$ cat src/rtl/trace_pkg.sv
`default_nettype none
// ============================================================================
// Module  : trace_pkg
// Brief   : Shared constants, FSM encoding and size helpers for the commit
//           trace transmitter.
// Revision: 1.0
// ============================================================================
package trace_pkg;

    localparam logic [7:0] TRACE_HDR_OK   = 8'hA5;
    localparam logic [7:0] TRACE_HDR_DROP = 8'hA6;

    typedef enum logic [1:0] {
        IDLE = 2'd0,
        HDR  = 2'd1,
        BODY = 2'd2
    } tx_state_e;

    // Stored record: {pending_drop, pc_next, wb, instr, pc}
    function automatic int rec_width(input int xlen);
        return 3 * xlen + 32 + 1;
    endfunction

    function automatic int frame_len(input int xlen);
        return 1 + 3 * xlen / 8 + 4;
    endfunction

endpackage
`default_nettype wire

$ cat src/rtl/trace_fifo.sv
`default_nettype none
// ============================================================================
// Module  : trace_fifo
// Brief   : Synchronous FIFO with wrap-bit pointers and an exposed head entry.
// Revision: 1.0
// ============================================================================
module trace_fifo #(
    parameter int WIDTH = 8,
    parameter int DEPTH = 4
) (
    input  logic                     clk,
    input  logic                     rst_n,
    input  logic                     i_push,
    input  logic [WIDTH-1:0]         i_push_data,
    input  logic                     i_pop,
    output logic                     o_full,
    output logic                     o_empty,
    output logic [$clog2(DEPTH):0]   o_count,
    output logic [WIDTH-1:0]         o_head
);

    localparam int AW = $clog2(DEPTH);

    logic [AW:0]       wr_ptr_q, wr_ptr_d;
    logic [AW:0]       rd_ptr_q, rd_ptr_d;
    logic [WIDTH-1:0]  mem_q [DEPTH];
    logic              do_push;
    logic              do_pop;

    always_comb begin
        o_full   = (wr_ptr_q[AW] != rd_ptr_q[AW]) && (wr_ptr_q[AW-1:0] == rd_ptr_q[AW-1:0]);
        o_empty  = (wr_ptr_q == rd_ptr_q);
        o_count  = wr_ptr_q - rd_ptr_q;
        o_head   = mem_q[rd_ptr_q[AW-1:0]];
        do_push  = i_push && !o_full;
        do_pop   = i_pop && !o_empty;
        wr_ptr_d = wr_ptr_q;
        rd_ptr_d = rd_ptr_q;
        if (do_push) begin
            wr_ptr_d = wr_ptr_q + 1'b1;
        end
        if (do_pop) begin
            rd_ptr_d = rd_ptr_q + 1'b1;
        end
    end

    always_ff @(posedge clk or negedge rst_n) begin
        if (!rst_n) begin
            wr_ptr_q <= '0;
            rd_ptr_q <= '0;
        end else begin
            wr_ptr_q <= wr_ptr_d;
            rd_ptr_q <= rd_ptr_d;
        end
    end

    // Storage needs no reset; the pointers define what is valid.
    always_ff @(posedge clk) begin
        if (do_push) begin
            mem_q[wr_ptr_q[AW-1:0]] <= i_push_data;
        end
    end

endmodule
`default_nettype wire

$ cat src/rtl/commit_trace_tx.sv
`default_nettype none
// ============================================================================
// Module  : commit_trace_tx
// Brief   : Captures retired-instruction records and streams them as framed
//           bytes over a valid/ready link.
// Revision: 1.0
// ============================================================================
module commit_trace_tx
    import trace_pkg::*;
#(
    parameter int XLEN  = 64,
    parameter int DEPTH = 4
) (
    input  logic            Clk,
    input  logic            reset_n,
    input  logic            commit_valid,
    input  logic [XLEN-1:0] commit_pc,
    input  logic [31:0]     commit_instr,
    input  logic [XLEN-1:0] commit_wb,
    input  logic [XLEN-1:0] commit_pc_next,
    output logic            tx_valid,
    output logic [7:0]      tx_data,
    input  logic            tx_ready,
    output logic [7:0]      drop_count,
    output logic            overflow
);

    localparam int REC_W     = rec_width(XLEN);
    localparam int FRAME_LEN = frame_len(XLEN);
    localparam int BODY_LEN  = FRAME_LEN - 1;
    localparam int IDX_W     = $clog2(BODY_LEN);
    localparam int CNT_W     = $clog2(DEPTH) + 1;
    localparam logic [IDX_W-1:0] LAST_IDX = IDX_W'(BODY_LEN - 1);

    tx_state_e         state_q, state_d;
    logic [IDX_W-1:0]  idx_q, idx_d;
    logic [7:0]        drop_count_q, drop_count_d;
    logic              overflow_q, overflow_d;
    logic              pending_q, pending_d;

    logic              fifo_full;
    logic              fifo_empty;
    logic [CNT_W-1:0]  fifo_count;
    logic [REC_W-1:0]  push_rec;
    logic [REC_W-1:0]  head_rec;
    logic              push_ok;
    logic              pop;
    logic [7:0]        body_byte;

    // Body bytes are contiguous LSB-first in the record, so byte k is bits [8k+7:8k].
    assign push_rec = {pending_q, commit_pc_next, commit_wb, commit_instr, commit_pc};
    assign push_ok  = commit_valid && !fifo_full;

    trace_fifo #(
        .WIDTH (REC_W),
        .DEPTH (DEPTH)
    ) u_fifo (
        .clk         (Clk),
        .rst_n       (reset_n),
        .i_push      (push_ok),
        .i_push_data (push_rec),
        .i_pop       (pop),
        .o_full      (fifo_full),
        .o_empty     (fifo_empty),
        .o_count     (fifo_count),
        .o_head      (head_rec)
    );

    always_comb begin
        drop_count_d = drop_count_q;
        overflow_d   = overflow_q;
        pending_d    = pending_q;
        if (commit_valid && fifo_full) begin
            if (drop_count_q != 8'hFF) begin
                drop_count_d = drop_count_q + 8'd1;
            end
            overflow_d = 1'b1;
            pending_d  = 1'b1;
        end else if (push_ok) begin
            pending_d = 1'b0;
        end
    end

    always_comb begin
        body_byte = 8'h00;
        for (int k = 0; k < BODY_LEN; k++) begin
            if (idx_q == IDX_W'(k)) begin
                body_byte = head_rec[8*k +: 8];
            end
        end
    end

    always_comb begin
        state_d  = state_q;
        idx_d    = idx_q;
        pop      = 1'b0;
        tx_valid = 1'b0;
        tx_data  = 8'h00;
        case (state_q)
            IDLE: begin
                if (!fifo_empty) begin
                    state_d = HDR;
                end
            end
            HDR: begin
                tx_valid = 1'b1;
                tx_data  = head_rec[REC_W-1] ? TRACE_HDR_DROP : TRACE_HDR_OK;
                if (tx_ready) begin
                    state_d = BODY;
                    idx_d   = '0;
                end
            end
            BODY: begin
                tx_valid = 1'b1;
                tx_data  = body_byte;
                if (tx_ready) begin
                    if (idx_q == LAST_IDX) begin
                        pop   = 1'b1;
                        idx_d = '0;
                        // A same-edge push keeps the stream gap-free.
                        state_d = ((fifo_count > CNT_W'(1)) || push_ok) ? HDR : IDLE;
                    end else begin
                        idx_d = idx_q + 1'b1;
                    end
                end
            end
            default: begin
                state_d = IDLE;
                idx_d   = '0;
            end
        endcase
    end

    always_ff @(posedge Clk or negedge reset_n) begin
        if (!reset_n) begin
            state_q      <= IDLE;
            idx_q        <= '0;
            drop_count_q <= 8'h00;
            overflow_q   <= 1'b0;
            pending_q    <= 1'b0;
        end else begin
            state_q      <= state_d;
            idx_q        <= idx_d;
            drop_count_q <= drop_count_d;
            overflow_q   <= overflow_d;
            pending_q    <= pending_d;
        end
    end

    assign drop_count = drop_count_q;
    assign overflow   = overflow_q;

endmodule
`default_nettype wire

$ cat config.mk
export PLATFORM = sky130hd
export DESIGN_NAME = commit_trace_tx
export DESIGN_NICKNAME = d
export VERILOG_FILES = /design/src/rtl/trace_pkg.sv /design/src/rtl/trace_fifo.sv /design/src/rtl/commit_trace_tx.sv
export SDC_FILE = /design/constraint.sdc
export NUM_CORES = 1
export LEC_CHECK = 0
export CORE_UTILIZATION = 53
export DETAILED_ROUTE_END_ITERATION = 6
export PLACE_DENSITY = 0.76
export RECOVER_POWER = 50
export SLEW_MARGIN = 25
export SYNTH_ARGS = -nofsm -noshare
export SYNTH_HDL_FRONTEND = slang
export SYNTH_SLANG_ARGS = --single-unit
export TNS_END_PERCENT = 100
$ cat constraint.sdc
create_clock -name Clk -period 7.9 [get_ports Clk]
set_clock_uncertainty 0.2 [all_clocks]
set_input_delay 1.58 -clock Clk [delete_from_list [all_inputs] [get_ports Clk]]
set_output_delay 1.58 -clock Clk [all_outputs]
set_load 0.02 [all_outputs]
* Word level (Yosys, flattened, before mapping)
Memory sizes are Yosys's and may differ from the RTL's.
Cells that the tools add are included.
** Storage, ports and cells
- Bits in registers :: 23
- Bits in writable memories :: 900
- Bits of input ports :: 228
- Logic and storage cells :: 115
- Memories kept :: 1
** Cells by class
- $add $sub $neg :: 5
- Order comparisons :: 1
- Eq/ne operators :: 37
- Mux-type cells :: 48
- Bitwise operators :: 1
- Reduce and logical (&&, ||, !) cells :: 15
** Memories
- u_fifo.mem_q :: depth 4, bits a word 225, read ports 1, clocked after Yosys merged registers in 0, write ports 1, line trace_fifo.sv:26 : logic [WIDTH-1:0] mem_q [DEPTH];
** Operators by type and width (number)
- $mux W8 :: 28
- $eq A5 B5 Y1 const B :: 12
- $eq A5 B4 Y1 const B :: 8
- $eq A5 B3 Y1 const B :: 4
- $pmux W8 S2 :: 1
- $mux W5 :: 3
- $pmux W5 S3 :: 1
- $eq A5 B2 Y1 const B :: 2
- $mux W2 :: 5
- $mux W1 :: 9
- $add A8 B1 Y8 const B :: 1
- $ne A2 B2 Y1 const B :: 4
- $ne A8 B8 Y1 const B :: 1
- $add A3 B1 Y3 const B :: 2
- $pmux W2 S3 :: 1
- $add A5 B1 Y5 const B :: 1
- $eq A5 B1 Y1 const B :: 1
- $logic_and A1 B1 Y1 :: 5
- $logic_not A5 Y1 :: 1
- $reduce_and A4 Y1 :: 1
- $eq A3 B3 Y1 :: 1
- $gt A3 B1 Y1 const B :: 1
- $reduce_and A3 Y1 :: 1
- $sub A3 B3 Y3 :: 1
- 11 further kinds :: 12

* Logic depth before layout (Yosys ltp)
- Depth in word-level cells :: 30
- Mapped depth :: 13

* Cells and area by module
A second synthesis with hierarchy kept.
** Second synthesis, totals
- Cells, all modules :: 1831
- Area total of the unflattened synthesis :: 36998.0 um^2
** By module, submodules not included
- trace_fifo :: instances 1, cells an instance 1220, area an instance 32872.8 um^2, sequential area each 27176.1 um^2
- commit_trace_tx :: instances 1, cells an instance 611, area an instance 4125.2 um^2, sequential area each 425.4 um^2

* Least setup slack after synthesis
Ideal clock, no wire load.
- Path kind :: reg-to-reg
- Start point :: reg u_fifo.rd_ptr_q[1]
- End point :: mem u_fifo.mem_q[3][0] (netlist bit) (enable)
- Library setup time :: 0.615 ns
- Arrival time :: 7.353 ns
- Slack :: -0.268 ns
- Stages on the path, launching flop included :: 12
- Path through :: dfrtp_1 buf_2 buf_2 buf_2 buf_1 inv_1 ha_1 nand2_1 nor2b_1 nor2b_1 clkbuf_1 and2_1
** On the way
- Longest elaborated chain between the ends :: 7
** Ends and longest elaborated chain
- from (decl) :: line trace_fifo.sv:25 : logic [AW:0] rd_ptr_q, rd_ptr_d;
- from (signal assigned) :: line trace_fifo.sv:53 : rd_ptr_q <= rd_ptr_d;
- $eq A2 B2 Y1 * :: line trace_fifo.sv:31 : o_full = (wr_ptr_q[AW] != rd_ptr_q[AW]) && (wr_ptr_q[AW-1:0] == rd_ptr_q[AW-1:0]);
- $logic_and A1 B1 Y1 * :: line trace_fifo.sv:31
- $logic_not A1 Y1 * :: line trace_fifo.sv:35, commit_trace_tx.sv:52
- $logic_and A1 B1 Y1 :: line commit_trace_tx.sv:52 : assign push_ok = commit_valid && !fifo_full;
- $logic_and A1 B1 Y1 * :: line trace_fifo.sv:35 : do_push = i_push && !o_full;
- $mux W1 * :: line trace_fifo.sv:59 : if (do_push) begin
- $mux W1 (not written as such) * :: line trace_fifo.sv:60 : mem_q[wr_ptr_q[AW-1:0]] <= i_push_data;
- to (decl) :: line trace_fifo.sv:26
Mark *: on every way between the ends. The rest lies on a longest branch, timed or not.

* Worst setup path after layout
- Start point :: reg idx_q[0]
- End point :: out tx_data[5]
** On the way
- Longest elaborated chain between the ends :: 30
- Elaborated cells on any way between the ends :: 57
- Classes of those cells :: eq/ne (27); mux (29); reduce/logical (1)
** Ends and longest elaborated chain
- from (decl) :: line commit_trace_tx.sv:36 : logic [IDX_W-1:0] idx_q, idx_d;
- from (signal assigned) :: line commit_trace_tx.sv:143 : idx_q <= idx_d;
- $logic_not A5 Y1 :: line commit_trace_tx.sv:87 : if (idx_q == IDX_W'(k)) begin
- $mux W8 (27 in series) :: line commit_trace_tx.sv:87
- $mux W8 * :: line commit_trace_tx.sv:87
- $pmux W8 S2 * :: line commit_trace_tx.sv:99 : case (state_q)
- to (decl) :: line commit_trace_tx.sv:22 : output logic [7:0] tx_data,
Marked as above.

==> run metrics <==
status finished with violations; failing checks max-capacitance violations, max-slew violations; largest net degree at the start of global routing 134; FILL cells 4501; total routed wirelength 91300 um; met2 global-route usage 42.1%; fin nets 2300; die area 0.0704 mm^2; 1st-pass router iterations 6; Post-synth EDFFs 900; Clk pin slew, worst setup/hold paths 0.06 ns; port bufs 245; Post-synth ARST share 2.49%; clock buffer depth 3; met3 GRT Util ~4.6%; RSZ-0062 raised after global routing no; gr ovfl total 0; Final Max Slew Viols 24; commonest non-fill, non-tap cells in the layout edfxtp_1 (900), dlygate4sd3_1 (226), mux4_2 (205); Post-DP HPWL about 61000 um; Mapped Nets 2020; Peak Freq 148 MHz; vias post-DR 19200; number of max-cap violations 1; GR Layer Usage met1 about 38%; setup_tns 0 ns; Area Growth Syn to Fin 18.2%; endpoints failing setup 0; Primary FF master, synth edfxtp_1; cts repair resizes 0; sequential area share after synthesis 75.1%; Final Power 13100 uW; CP max stage delay 0.68 ns; Rel. slew slack -5.22%; # hold bufs at CTS 0; Place WS 1.74 ns; Tightest Pin Transition 1.58 ns; number of synthesized register bits 923; Skew-Pair Late Insertion Delay around 0.63 ns; Avg WL per Cell 29.8 um; Core Region about 0.069 mm^2; area post-placement about 0.040 mm^2; Root Buffer clkbuf_16; Post-DRT Antenna Nets 0; Power Density 301 mW/mm^2; cts bufs inserted just over 90; Worst setup SP type register; synthesized area 0.0367 mm^2; gpl congestion 1.00; Yosys cell types just under 80; register-to-register setup slack 3.47 ns; Clock Sinks 923; DR DRC count 0; syn_area_per_cell just over 20 um^2; Initial DRC Count 2343; Hold WC Path Type register to register; initial antenna violation count 16; Peak supply drop 0.215 mV; final hold violations 0; global route hottest layer met2; leakage power roughly 0.014 uW; warning count from the yosys run 0; crit end category output pin; Slowest cell on crit path clkdlybuf4s50_1; Die Wd 265 um; post-layout min period 6.74 ns; worst path required time around 6 ns; critical-path cell list ha_1 > and3_1 > ha_1 > a21oi_1 > nand2_1 > a21oi_1 > a2111oi_0 > a211oi_1 > nor2_1 > clkdlybuf4s50_1; share of layout cells above drive strength 1 19.2%; most common cell after layout, fill and taps aside edfxtp_1; Cells after Synth 1774; GRT Util Overall 26.3%; CTS tree done; setup bufs post-CTS 0; Worst Path Max Fanout 20; final worst slack 1.16 ns; Starting Density 53.6%; Vias per Instance around 6.3; # IOs 246; Die Y 265 um; Site Rows 96; crit share post-route 85.3%; CP arrival 4.96 ns; vias in the first global route 19200; final design instance area without fill 0.0434 mm^2; maximum level of the CTS H-tree 3; first-pass GRT wire length 132000 um; critical path class register to output pin
==> cells by family (layout without fill, tap and decap cells) <==
logic type / Yosys count / count (layout) / share of synthesized area [%]
AOI/OAI and AO/OA: 203 / 203 / 3.69
xor gates and xnor gates: 12 / 12 / 0.286
adders and majority gates: 18 / 18 / 0.634
buffers and inverters: 111 / 468 / 1.98
DFF: 923 / 923 / 75.1
muxes: 227 / 227 / 14.1
other: 0 / 3 / 0
and+or+nand+nor: 280 / 280 / 4.20
==> state kept, by name, summed over array words and instances (netlist names) <==
signal           count
state_q              2
overflow             1
idx_q                5
u_fifo.wr_ptr_q      3
drop_count           8
pending_q            1
u_fifo.rd_ptr_q      3
u_fifo.mem_q       900
==> through the flow <==
| stage | hold WS, ns | util (%) | instances |
|---|---|---|---|
| 6_report | 0.294 | 63.3 | 3065 |
| 4_1_cts | 0.289 | 63.3 | 3062 |
| 5_1_grt | 0.306 | 63.3 | 3064 |
| 3_3_place_gp | 0.269 | 58.6 | 2892 |
| 3_5_place_dp | 0.274 | 58.6 | 2892 |
| 2_1_floorplan | 0.260 | - | 1774 |
==> power breakdown <==
group          switching [uW]  internal [uW]  leakage [uW]
Combinational            1260            588       0.00360
Clock                    1790           2760       0.00156
Sequential                224           6440       0.00854
Total                    3270           9790        0.0137
==> cells in the mapped netlist, drive strengths merged, types with 4 or more instances <==
master   number  share of area [%]
a211o         4              0.095
a211oi        9               0.20
a21oi        35               0.48
a221oi        8               0.22
a22oi        16               0.33
a31oi         6               0.10
and2          9               0.15
and3          4              0.068
and4b         7               0.19
buf          70                1.6
clkbuf       28               0.29
dfrtp        23                1.6
edfxtp      900                 74
ha           17               0.58
inv          13               0.13
mux4        225                 14
nand2        75               0.77
nand2b        4              0.068
nand3        26               0.35
nand4        14               0.24
nand4b        9               0.23
nand4bb       6               0.18
nor2         56               0.57
nor2b         7               0.12
nor3         26               0.35
nor4bb        9               0.25
o2111ai       4              0.095
o211ai        8               0.16
o21ai        55               0.75
o22ai        19               0.32
or2           4              0.068
or3           6               0.10
xnor2         8               0.19
xor2          4              0.095
==> layout make-up <==
| class | instances | area [um^2] | area share, % |
|---|---|---|---|
| antenna | 3 | 7.51 | 0.0173 |
| clock buffer | 109 | 2400 | 5.52 |
| clock inverter | 61 | 785 | 1.81 |
| inverter | 13 | 48.8 | 0.112 |
| multi-input combinational | 740 | 8460 | 19.5 |
| sequential | 923 | 27600 | 63.6 |
| tap | 931 | 1160 | 2.68 |
| timing repair buffer | 285 | 2920 | 6.74 |
==> per-layer routing <==
metal | up-vias | wire length (um)
li1 | 8047 | -
met1 | 10000 | 36900
met2 | 986 | 44400
met3 | 164 | 7560
met4 | 4 | 2420
met5 | - | 27
==> critical path: cells and delay by family (launching register included) <==
kind | cells | cell delay (ns)
compound gates | 4 | 1.11
buf+inv | 1 | 0.68
simple gates | 3 | 0.71
flops | 1 | 0.48
fa+ha+maj | 2 | 1.33
==> worst paths after layout <==
check	startpoint	to	cells after the start
setup / recovery	idx_q[0]$_DFFE_PN0P_	tx_data[5]	10
min in group asynchronous	reset_n	idx_q[4]$_DFFE_PN0P_	2
hold / removal	u_fifo.rd_ptr_q[2]$_DFFE_PN0P_	u_fifo.rd_ptr_q[2]$_DFFE_PN0P_	1
max in group asynchronous	reset_n	u_fifo.rd_ptr_q[1]$_DFFE_PN0P_	2
hold reg to reg	u_fifo.rd_ptr_q[2]$_DFFE_PN0P_	u_fifo.rd_ptr_q[2]$_DFFE_PN0P_	1
setup reg to reg	u_fifo.rd_ptr_q[0]$_DFFE_PN0P_	u_fifo.mem_q[3][29]$_DFFE_PP_	8
(Power assumes the default switching activity.)
